$ cat config.mk
export PLATFORM = sky130hd
export DESIGN_NAME = button_event_arbiter_flat
export DESIGN_NICKNAME = d
export VERILOG_FILES = /design/src/rtl/button_event_arbiter_pkg.sv /design/src/rtl/button_event_arbiter_if.sv /design/src/rtl/button_event_arbiter_edge_cell.sv /design/src/rtl/button_event_arbiter.sv /design/src/flat_wrapper.sv
export SDC_FILE = /design/constraint.sdc
export NUM_CORES = 1
export LEC_CHECK = 0
export ABC_AREA = 1
export BUFFER_PORTS_ARGS = -buffer_cell sky130_fd_sc_hd__buf_2
export CAP_MARGIN = 20
export CORE_MARGIN = 3
export CORE_UTILIZATION = 40
export DETAILED_ROUTE_END_ITERATION = 10
export PLACE_DENSITY_LB_ADDON = 0.12
export RECOVER_POWER = 100
export REMOVE_ABC_BUFFERS = 1
export SETUP_SLACK_MARGIN = 0.1
export SLEW_MARGIN = 30
export SYNTH_ARGS = -nofsm -noshare
export SYNTH_HDL_FRONTEND = slang
export SYNTH_HIERARCHICAL = 1
export SYNTH_SLANG_ARGS = --single-unit
$ cat constraint.sdc
create_clock -name clk -period 3.4 [get_ports clk]
set_input_delay 0.17 -clock clk [delete_from_list [all_inputs] [get_ports clk]]
set_output_delay 0.17 -clock clk [all_outputs]
set_load 0.01 [all_outputs]
$ cat src/rtl/button_event_arbiter_pkg.sv
// Shared constants for the button event arbiter: edge-selection codes,
// FSM state encodings and a round-robin helper.
package button_event_arbiter_pkg;

  // EDGE_MODE parameter values
  localparam int unsigned EDGE_RISE = 0;
  localparam int unsigned EDGE_FALL = 1;
  localparam int unsigned EDGE_BOTH = 2;

  // Arbiter FSM encodings (kept as plain constants for legacy compatibility)
  localparam logic [0:0] ST_IDLE  = 1'b0;
  localparam logic [0:0] ST_OFFER = 1'b1;

  // Index following idx in a ring of n entries
  function automatic int unsigned rr_next(input int unsigned idx, input int unsigned n);
    return (idx + 1 >= n) ? 0 : idx + 1;
  endfunction

endpackage

$ cat src/rtl/button_event_arbiter_if.sv
// Event handshake bundle between the arbiter (master) and its consumer (slave).
interface button_event_arbiter_if #(
  parameter int unsigned ID_W = 2
);
  logic            evt_valid;
  logic            evt_ready;
  logic [ID_W-1:0] evt_id;
  logic            evt_pol;

  modport master (output evt_valid, output evt_id, output evt_pol, input evt_ready);
  modport slave  (input evt_valid, input evt_id, input evt_pol, output evt_ready);
endinterface

$ cat src/rtl/button_event_arbiter_edge_cell.sv
// Per-channel edge detector holding one pending event plus a sticky overflow flag.
import button_event_arbiter_pkg::*;

module evt_edge_cell #(
  parameter int unsigned EDGE_MODE = EDGE_RISE
) (
  input  logic clk_i,
  input  logic rst_ni,
  input  logic level_i,
  input  logic en_i,
  input  logic accept_i,
  input  logic ovf_clr_i,
  output logic pending_o,
  output logic pol_o,
  output logic ovf_o
);

  logic prev_q, prev_d;
  logic pending_q, pending_d;
  logic pol_q, pol_d;
  logic ovf_q, ovf_d;
  logic rise, fall, edge_hit, qual;

  assign rise = level_i & ~prev_q;
  assign fall = ~level_i & prev_q;

  // Select which transitions count as events for this build
  always_comb begin
    case (EDGE_MODE)
      EDGE_RISE: edge_hit = rise;
      EDGE_FALL: edge_hit = fall;
      default:   edge_hit = rise | fall;
    endcase
  end

  assign qual = en_i & edge_hit;

  // Pending/overflow update; an accept in the same cycle frees the slot for a new edge
  always_comb begin
    prev_d    = level_i;
    pending_d = pending_q;
    pol_d     = pol_q;
    ovf_d     = ovf_q;
    if (accept_i) begin
      pending_d = 1'b0;
    end
    if (qual && (!pending_q || accept_i)) begin
      pending_d = 1'b1;
      pol_d     = rise;
    end
    if (ovf_clr_i) begin
      ovf_d = 1'b0;
    end
    if (qual && pending_q && !accept_i) begin
      ovf_d = 1'b1;
    end
  end

  // Channel state registers with synchronous reset
  always_ff @(posedge clk_i) begin
    if (!rst_ni) begin
      prev_q    <= 1'b0;
      pending_q <= 1'b0;
      pol_q     <= 1'b0;
      ovf_q     <= 1'b0;
    end else begin
      prev_q    <= prev_d;
      pending_q <= pending_d;
      pol_q     <= pol_d;
      ovf_q     <= ovf_d;
    end
  end

  assign pending_o = pending_q;
  assign pol_o     = pol_q;
  assign ovf_o     = ovf_q;

endmodule

$ cat src/rtl/button_event_arbiter.sv
// Collects per-channel button edges and serialises them round-robin onto a
// valid/ready event handshake.
import button_event_arbiter_pkg::*;

module button_event_arbiter #(
  parameter int unsigned N         = 4,
  parameter int unsigned ID_W      = 2,
  parameter int unsigned EDGE_MODE = EDGE_RISE
) (
  input  logic                   clk,
  input  logic                   reset_n,
  input  logic [N-1:0]           level,
  input  logic [N-1:0]           ch_en,
  output logic [N-1:0]           ovf,
  input  logic [N-1:0]           ovf_clr,
  button_event_arbiter_if.master evt_bus
);

  logic [N-1:0]    pending, pend_pol, acc_vec;
  logic            accept;
  logic [0:0]      state_q, state_d;
  logic [ID_W-1:0] rr_ptr_q, rr_ptr_d;
  logic [ID_W-1:0] evt_id_q, evt_id_d;
  logic            evt_pol_q, evt_pol_d;
  logic            pick_found;
  logic [ID_W-1:0] pick_idx;

  assign accept = (state_q == ST_OFFER) & evt_bus.evt_ready;

  // Route the accept strobe to the channel currently being offered
  always_comb begin
    acc_vec = '0;
    for (int unsigned i = 0; i < N; i++) begin
      acc_vec[i] = accept && (evt_id_q == ID_W'(i));
    end
  end

  for (genvar g = 0; g < N; g++) begin : g_cell
    evt_edge_cell #(.EDGE_MODE(EDGE_MODE)) u_cell (
      .clk_i     (clk),
      .rst_ni    (reset_n),
      .level_i   (level[g]),
      .en_i      (ch_en[g]),
      .accept_i  (acc_vec[g]),
      .ovf_clr_i (ovf_clr[g]),
      .pending_o (pending[g]),
      .pol_o     (pend_pol[g]),
      .ovf_o     (ovf[g])
    );
  end

  // First pending channel at or after rr_ptr, wrapping modulo N
  always_comb begin
    int unsigned     idx;
    logic [ID_W-1:0] idx_t;
    idx        = 0;
    idx_t      = '0;
    pick_found = 1'b0;
    pick_idx   = '0;
    for (int unsigned k = 0; k < N; k++) begin
      idx = int'(rr_ptr_q) + k;
      if (idx >= N) begin
        idx = idx - N;
      end
      idx_t = ID_W'(idx);
      if (!pick_found && pending[idx_t]) begin
        pick_found = 1'b1;
        pick_idx   = idx_t;
      end
    end
  end

  // IDLE latches the next winner; OFFER holds it until accepted
  always_comb begin
    state_d   = state_q;
    rr_ptr_d  = rr_ptr_q;
    evt_id_d  = evt_id_q;
    evt_pol_d = evt_pol_q;
    case (state_q)
      ST_IDLE: begin
        if (pick_found) begin
          evt_id_d  = pick_idx;
          evt_pol_d = pend_pol[pick_idx];
          state_d   = ST_OFFER;
        end
      end
      ST_OFFER: begin
        if (accept) begin
          rr_ptr_d = ID_W'(rr_next(int'(evt_id_q), N));
          state_d  = ST_IDLE;
        end
      end
      default: state_d = ST_IDLE;
    endcase
  end

  // FSM and output registers
  always_ff @(posedge clk) begin
    if (!reset_n) begin
      state_q   <= ST_IDLE;
      rr_ptr_q  <= '0;
      evt_id_q  <= '0;
      evt_pol_q <= 1'b0;
    end else begin
      state_q   <= state_d;
      rr_ptr_q  <= rr_ptr_d;
      evt_id_q  <= evt_id_d;
      evt_pol_q <= evt_pol_d;
    end
  end

  assign evt_bus.evt_valid = (state_q == ST_OFFER);
  assign evt_bus.evt_id    = evt_id_q;
  assign evt_bus.evt_pol   = evt_pol_q;

endmodule
$ cat src/flat_wrapper.sv
// flat-port wrapper written by rule: the top's interface ports become plain ports
module button_event_arbiter_flat 
#(
  parameter int unsigned N         = 4,
  parameter int unsigned ID_W      = 2,
  parameter int unsigned EDGE_MODE = EDGE_RISE
)
  (clk, reset_n, level, ch_en, ovf, ovf_clr, evt_bus_evt_valid, evt_bus_evt_id, evt_bus_evt_pol, evt_bus_evt_ready);
  button_event_arbiter_if #(.ID_W(ID_W)) evt_bus_i ();
  input  logic clk;
  input  logic reset_n;
  input  logic [N-1:0] level;
  input  logic [N-1:0] ch_en;
  output logic [N-1:0] ovf;
  input  logic [N-1:0] ovf_clr;
  output wire logic [$bits(evt_bus_i.evt_valid)-1:0] evt_bus_evt_valid;
  output wire logic [$bits(evt_bus_i.evt_id)-1:0] evt_bus_evt_id;
  output wire logic [$bits(evt_bus_i.evt_pol)-1:0] evt_bus_evt_pol;
  input wire logic [$bits(evt_bus_i.evt_ready)-1:0] evt_bus_evt_ready;
  assign evt_bus_evt_valid = evt_bus_i.evt_valid;
  assign evt_bus_evt_id = evt_bus_i.evt_id;
  assign evt_bus_evt_pol = evt_bus_i.evt_pol;
  assign evt_bus_i.evt_ready = evt_bus_evt_ready;
  button_event_arbiter #(.N(N), .ID_W(ID_W), .EDGE_MODE(EDGE_MODE)) u_core (.clk(clk), .reset_n(reset_n), .level(level), .ch_en(ch_en), .ovf(ovf), .ovf_clr(ovf_clr), .evt_bus(evt_bus_i));
endmodule
=== Yosys cells after proc, flatten, opt, wreduce, memory -nomap -nowiden ===
Cells that the tools add are included.

* Register bits: 22
* Bits of input ports: 15

* $add $sub $neg: 8
* Order comparisons: 10
* Eq/ne operators: 3
* Multiplexer cells: 42
* Bitwise operators: 14
* Reduce and logical (&&, ||, !) cells: 45

{| class="wikitable"
|+ Operators by type and width
! kind !! count
|-
| 1-bit 2-to-1 mux || 27
|-
| 1-bit logical AND || 19
|-
| 2-bit 2-to-1 mux || 9
|-
| 2-bit nonzero test || 8
|-
| 2-bit by 3-bit < comparator with 1-bit output (second input constant) || 5
|-
| 3-bit >= comparator (second input constant) || 4
|-
| 1-bit logical NOT || 11
|-
| 1-bit binary-select mux with 2-bit select || 5
|-
| 1-bit bitwise AND || 9
|-
| 2-bit by 1-bit subtractor with 2-bit output (second input constant) || 4
|-
| 2-bit by 1-bit adder with 3-bit output (second input constant) || 2
|-
| 2-bit by 2-bit adder with 3-bit output (second input constant) || 2
|-
| 1-bit NOT || 5
|-
| 2-bit equality test (second input constant) || 2
|-
| 1-bit logical OR || 4
|-
| 2-bit AND reduction || 2
|-
| 2-bit by 3-bit >= comparator with 1-bit output (second input constant) || 1
|-
| 2-bit by 1-bit equality test with 1-bit output (second input constant) || 1
|-
| 2-bit logical NOT || 1
|-
| 1-bit one-hot mux with 2 select lines || 1
|}

=== Depth between registers and ports, before layout ===
* Word-level depth: 16
* Gate-level depth with buffers: 15

=== Modules after synthesis ===
Netlist, hierarchy kept.

{| class="wikitable"
|+ By module, submodules not included
! module !! instances !! cells an instance !! area an instance (um2) !! seq. area each (um2)
|-
| button_event_arbiter || 1 || 111 || 673.1 || 120.1
|-
| evt_edge_cell || 4 || 20 || 146.4 || 80.1
|}

=== Worst setup path after synthesis ===
Ideal clock, no wire load.

* Kind: reg-to-reg
* Start point: register u_core.rr_ptr_q[0]
* End point: register u_core.evt_pol_q (netlist: u_core/evt_bus.evt_pol)
* Library setup time: 0.109 ns
* Data arrival time: 1.318 ns
* Required time: 3.291 ns
* Setup slack: 1.973 ns
* Cell stages (with the launch flop): 12
* Buffers on the path: 1
* Path through: dfxtp_1 buf_6 nand2_2 nand3_1 nand2_2 nor2_8 nand3b_1 nand2_1 inv_2 o21a_1 nand2_1 inv_1

* Longest elaborated chain between the ends: 16

{| class="wikitable"
|+ RTL lines
! what !! RTL line !! RTL
|-
| from (decl) || button_event_arbiter.sv:22 || <nowiki>logic [ID_W-1:0] rr_ptr_q, rr_ptr_d;</nowiki>
|-
| from (signal assigned) || button_event_arbiter.sv:106 || <nowiki>rr_ptr_q <= rr_ptr_d;</nowiki>
|-
| parallel branches: the longest is 16 deep, another holds 2-bit by 1-bit adder with 3-bit output || - ||
|-
| to (signal assigned) || button_event_arbiter.sv:108 || <nowiki>evt_pol_q <= evt_pol_d;</nowiki>
|-
| to (decl) || button_event_arbiter.sv:24 || <nowiki>logic evt_pol_q, evt_pol_d;</nowiki>
|}

Parallel ways; which one is timed is not known. The select of a mux whose other input is x is not followed.
A chain may end at the register's enable or synchronous reset.

=== Worst setup path after layout ===
Ends and elaborated chain as after synthesis.

==> results.md <==
* Beginning of the worst register-to-register path: u_core/rr_ptr_q[0]
* Final weighted congestion in routability-driven placement at 0.8263
* Slew Viols, Final at 0
* Number of post-CTS setup repair buffers at 0
* Post-detailed-placement half-perimeter wirelength at 1.991 mm
* Number of synthesized register bits at 22
* Leading register cell type out of synthesis: sky130_fd_sc_hd__dfxtp_1
* Total length of routed wires at 2.466 mm
* Rel. slew slack at between 60% and 70%
* FP Rows at 19
* Cell area reported after detailed placement at 0.001410 sq mm
* Post-route cell area at 0.001418 sq mm
* Max_cap viols at 0
* H-tree level count at 1
* Number of buffers on the longest clock path at 2
* Buf/Inv on CP at 3
* Worst path top cell family by delay: simple AND/OR/NAND/NOR gates
* Type of destination of the critical path: flip-flop
* Number of global-route vias before repair at 1,044
* Antenna viol nets, final at 0
* Clock edge transition at the registers on the reported setup and hold paths at around 130 ps
* Per-cell via count in the routed design at 4.395
* Syn Area/Cell at about 6.6 sq um
* Die width at about 62 um
* Kind of start point of the critical path: flip-flop
* IO buf count at 22
* Number of cells upsized or downsized after cts at 0
* Hold Fails Final Rpt at 0
* Post-synth top area share at 34.99%
* Clock latency of the later-clocked register in the worst-skew pair at 320 ps
* Aggregate negative setup slack at 0 ps
* Delay of the slowest cell on the worst path at approximately 560 ps
* Most frequent CP cell: sky130_fd_sc_hd__nand2_1
* Number of setup violations in the final report at 0
* Cell-by-cell listing of the critical path: inv_1, nand2_1, nand2_1, nand2_1, nand2_4, nor2_1, nand3b_1, nand2_1, inv_2, o21a_1, nand2_1, inv_1
* Nets at 236
* Antenna fix cells at 0
* Post-synthesis instance total at 191
* Number of cells on the worst reg-to-reg path at 12
* Die Ht at between 60 and 70 um
* Pre-CTS setup slack at 1644 ps
* WHS at 35.93 ps
* Vias at 1,134
* Period utilization at 62.36%
* Area delta synth->final at 12.62%
* Final min period at 2120 ps
* Cell type contributing the most total cell area after synthesis: sky130_fd_sc_hd__dfxtp_1
* Pin count of the biggest net entering global routing at 15
* RSZ-0062 raised after global routing: no
* Endpoint of the worst hold path: u_core/g_cell[2].u_cell/prev_q
* Power Dens Cells at 622.7 mW/mm^2
* DRT Pass-1 Iters at 4
* Grt total ovfl at 0
* Status: finished, final reports clean
* VDD IR max at 0.3471 mV
* Maximum fanout count along the critical path at 11
* Clock Tree Root: sky130_fd_sc_hd__clkbuf_4
* Overall power of the completed layout at about 0.88 mW
* Wire length of the first global-routing pass at about 4.1 mm
* Per-cell routed wire length at 9.558 um
* Area of the mapped netlist at 0.001259 sq mm
* Share of final-layout standard cells stronger than drive strength 1 at 16.67%
* Worst Min Path Start: level[2]
* Highest clock rate at 0.4716 GHz
* Die outline area at 0.003856 sq mm
* Number of I/O pins at 23
* Arrival time reported for the critical path endpoint at 2360 ps
* DRT iter0 DRCs at 51
* Top cells by area, synth: sky130_fd_sc_hd__dfxtp_1 35%, sky130_fd_sc_hd__nand2_1 17%, sky130_fd_sc_hd__inv_1 13%, sky130_fd_sc_hd__a21oi_1 6.4%, sky130_fd_sc_hd__nand2_2 4.5%
* CTS tree: built
* Top cells by instance count after synthesis: 58 x sky130_fd_sc_hd__nand2_1, 42 x sky130_fd_sc_hd__inv_1, 22 x sky130_fd_sc_hd__dfxtp_1, 16 x sky130_fd_sc_hd__a21oi_1, 10 x sky130_fd_sc_hd__nand3_1
* Final worst slack at 1280 ps
* Antenna violations before repair at 0
* R2R Path End: u_core/evt_bus.evt_pol
* Worst reg2reg setup slack at 1280 ps
* Clock skew after layout at 14.96 ps
* Clock buffers created by TritonCTS at 3
* Number of distinct standard cells referenced by the synthesized netlist at 22
* Critical Setup Path Class: flip-flop to flip-flop
* Yosys synthesis warning count at 6
* Worst hold path class: input pin to flip-flop
* Leading cell type by number of instances after synthesis: sky130_fd_sc_hd__nand2_1
* Number of synthesized flops with an enable pin at 0
* Hold-fix buffer count after cts at 0
* Leakage dissipation at 0.7409 nW
* Highest-delay cell along the critical path: sky130_fd_sc_hd__dfxtp_1
* Sequential area share after synthesis at between 30% and 40%
* Placeable core region at 0.002877 sq mm
* Share of flip-flops with an asynchronous set or reset after synthesis at 0%
* Slew at the pin closest to its max-slew limit at 597.5 ps
* All-layer global routing usage at 14.46%
* Initial cell density of the core at between 40% and 50%
* Worst hold path stage count at 3
* Critical path data required time at 3640 ps
* Num Clock Sinks at 22
* DRC violation count after routing at 0
[state kept, by name (all words and copies together), names as in the netlist]
name / count
u_core/g_cell.u_cell/pending_o: 4
u_core/g_cell.u_cell/prev_q: 4
u_core/evt_bus.evt_pol: 1
u_core/g_cell.u_cell/ovf_o: 4
u_core/g_cell.u_cell/pol_o: 4
u_core/evt_bus.evt_valid: 1
u_core/rr_ptr_q: 2
u_core/evt_bus.evt_id: 2
[layout make-up]
class,count,area (sq um)
Timing Repair Buffer,22,98.84
Clock inverter,1,30.03
Clock buffer,3,22.52
Multi-Input combinational cell,122,600.6
Inverter,46,172.7
Tap cell,42,52.55
Sequential cell,22,440.4
Fill cell,315,1459
[metal layers]
layer | track usage (%) | wire length [um] | up-vias
met5 | 0 | 0 | -
met4 | 6.970 | 38 | 0
met3 | 3.099 | 97 | 4
met2 | 24.41 | 1169 | 18
met1 | 17.29 | 1161 | 490
li1 | - | - | 622
[worst min-delay path, delay by kind of cell]
kind                   cells  cell delay, ps
buffers and inverters      2             120
AND/OR/NAND/NOR            1              40
[layout by cell type (no fill, tap or decap), types with 2 or more instances in the layout]
cell type,instances
sky130_fd_sc_hd__inv_2,3
sky130_fd_sc_hd__o21ai_1,2
sky130_fd_sc_hd__dfxtp_1,22
sky130_fd_sc_hd__nand3_1,10
sky130_fd_sc_hd__a21oi_1,16
sky130_fd_sc_hd__clkbuf_4,3
sky130_fd_sc_hd__nand2_2,8
sky130_fd_sc_hd__inv_1,43
sky130_fd_sc_hd__clkbuf_1,9
sky130_fd_sc_hd__nor2_1,7
sky130_fd_sc_hd__nor2_2,4
sky130_fd_sc_hd__nand3_2,2
sky130_fd_sc_hd__buf_2,13
sky130_fd_sc_hd__nand2_1,61
sky130_fd_sc_hd__ha_1,4
[per-stage QoR]
step / utilization, % / cells
2_1_floorplan: - / 190
3_3_place_gp: 49.02 / 254
3_5_place_dp: 49.02 / 254
4_1_cts: 50.85 / 258
5_1_grt: 49.28 / 258
6_report: 49.28 / 258
[kinds of logic after synthesis]
kind of cell	share of synthesized area, %
buffers and inverters	14.61
AOI/OAI and AO/OA	9.941
DFF	34.99
and+or+nand+nor	36.48
adders and majority gates	3.976
[worst max-delay path by stage]
stage | from | to | slack (ps) | cells after the start
3_5_place_dp | u_core/rr_ptr_q[0] | u_core/evt_bus.evt_pol | 1640 | 13
3_3_place_gp | u_core/rr_ptr_q[0] | u_core/evt_bus.evt_pol | 1680 | 12
6_report | u_core/rr_ptr_q[0] | u_core/evt_bus.evt_pol | 1280 | 12
4_1_cts | u_core/rr_ptr_q[0] | u_core/evt_bus.evt_pol | 1620 | 13
5_1_grt | u_core/rr_ptr_q[0] | u_core/evt_bus.evt_pol | 1010 | 15
2_1_floorplan | u_core/rr_ptr_q[0] | u_core/evt_bus.evt_pol | 1810 | 12
[power by group]
part	switching, mW	internal [mW]
registers	0.0355	0.291
logic	0.232	0.124
clock network	0.0814	0.119
total	0.349	0.534
Note: power is estimated with default switching activity, not from simulation.
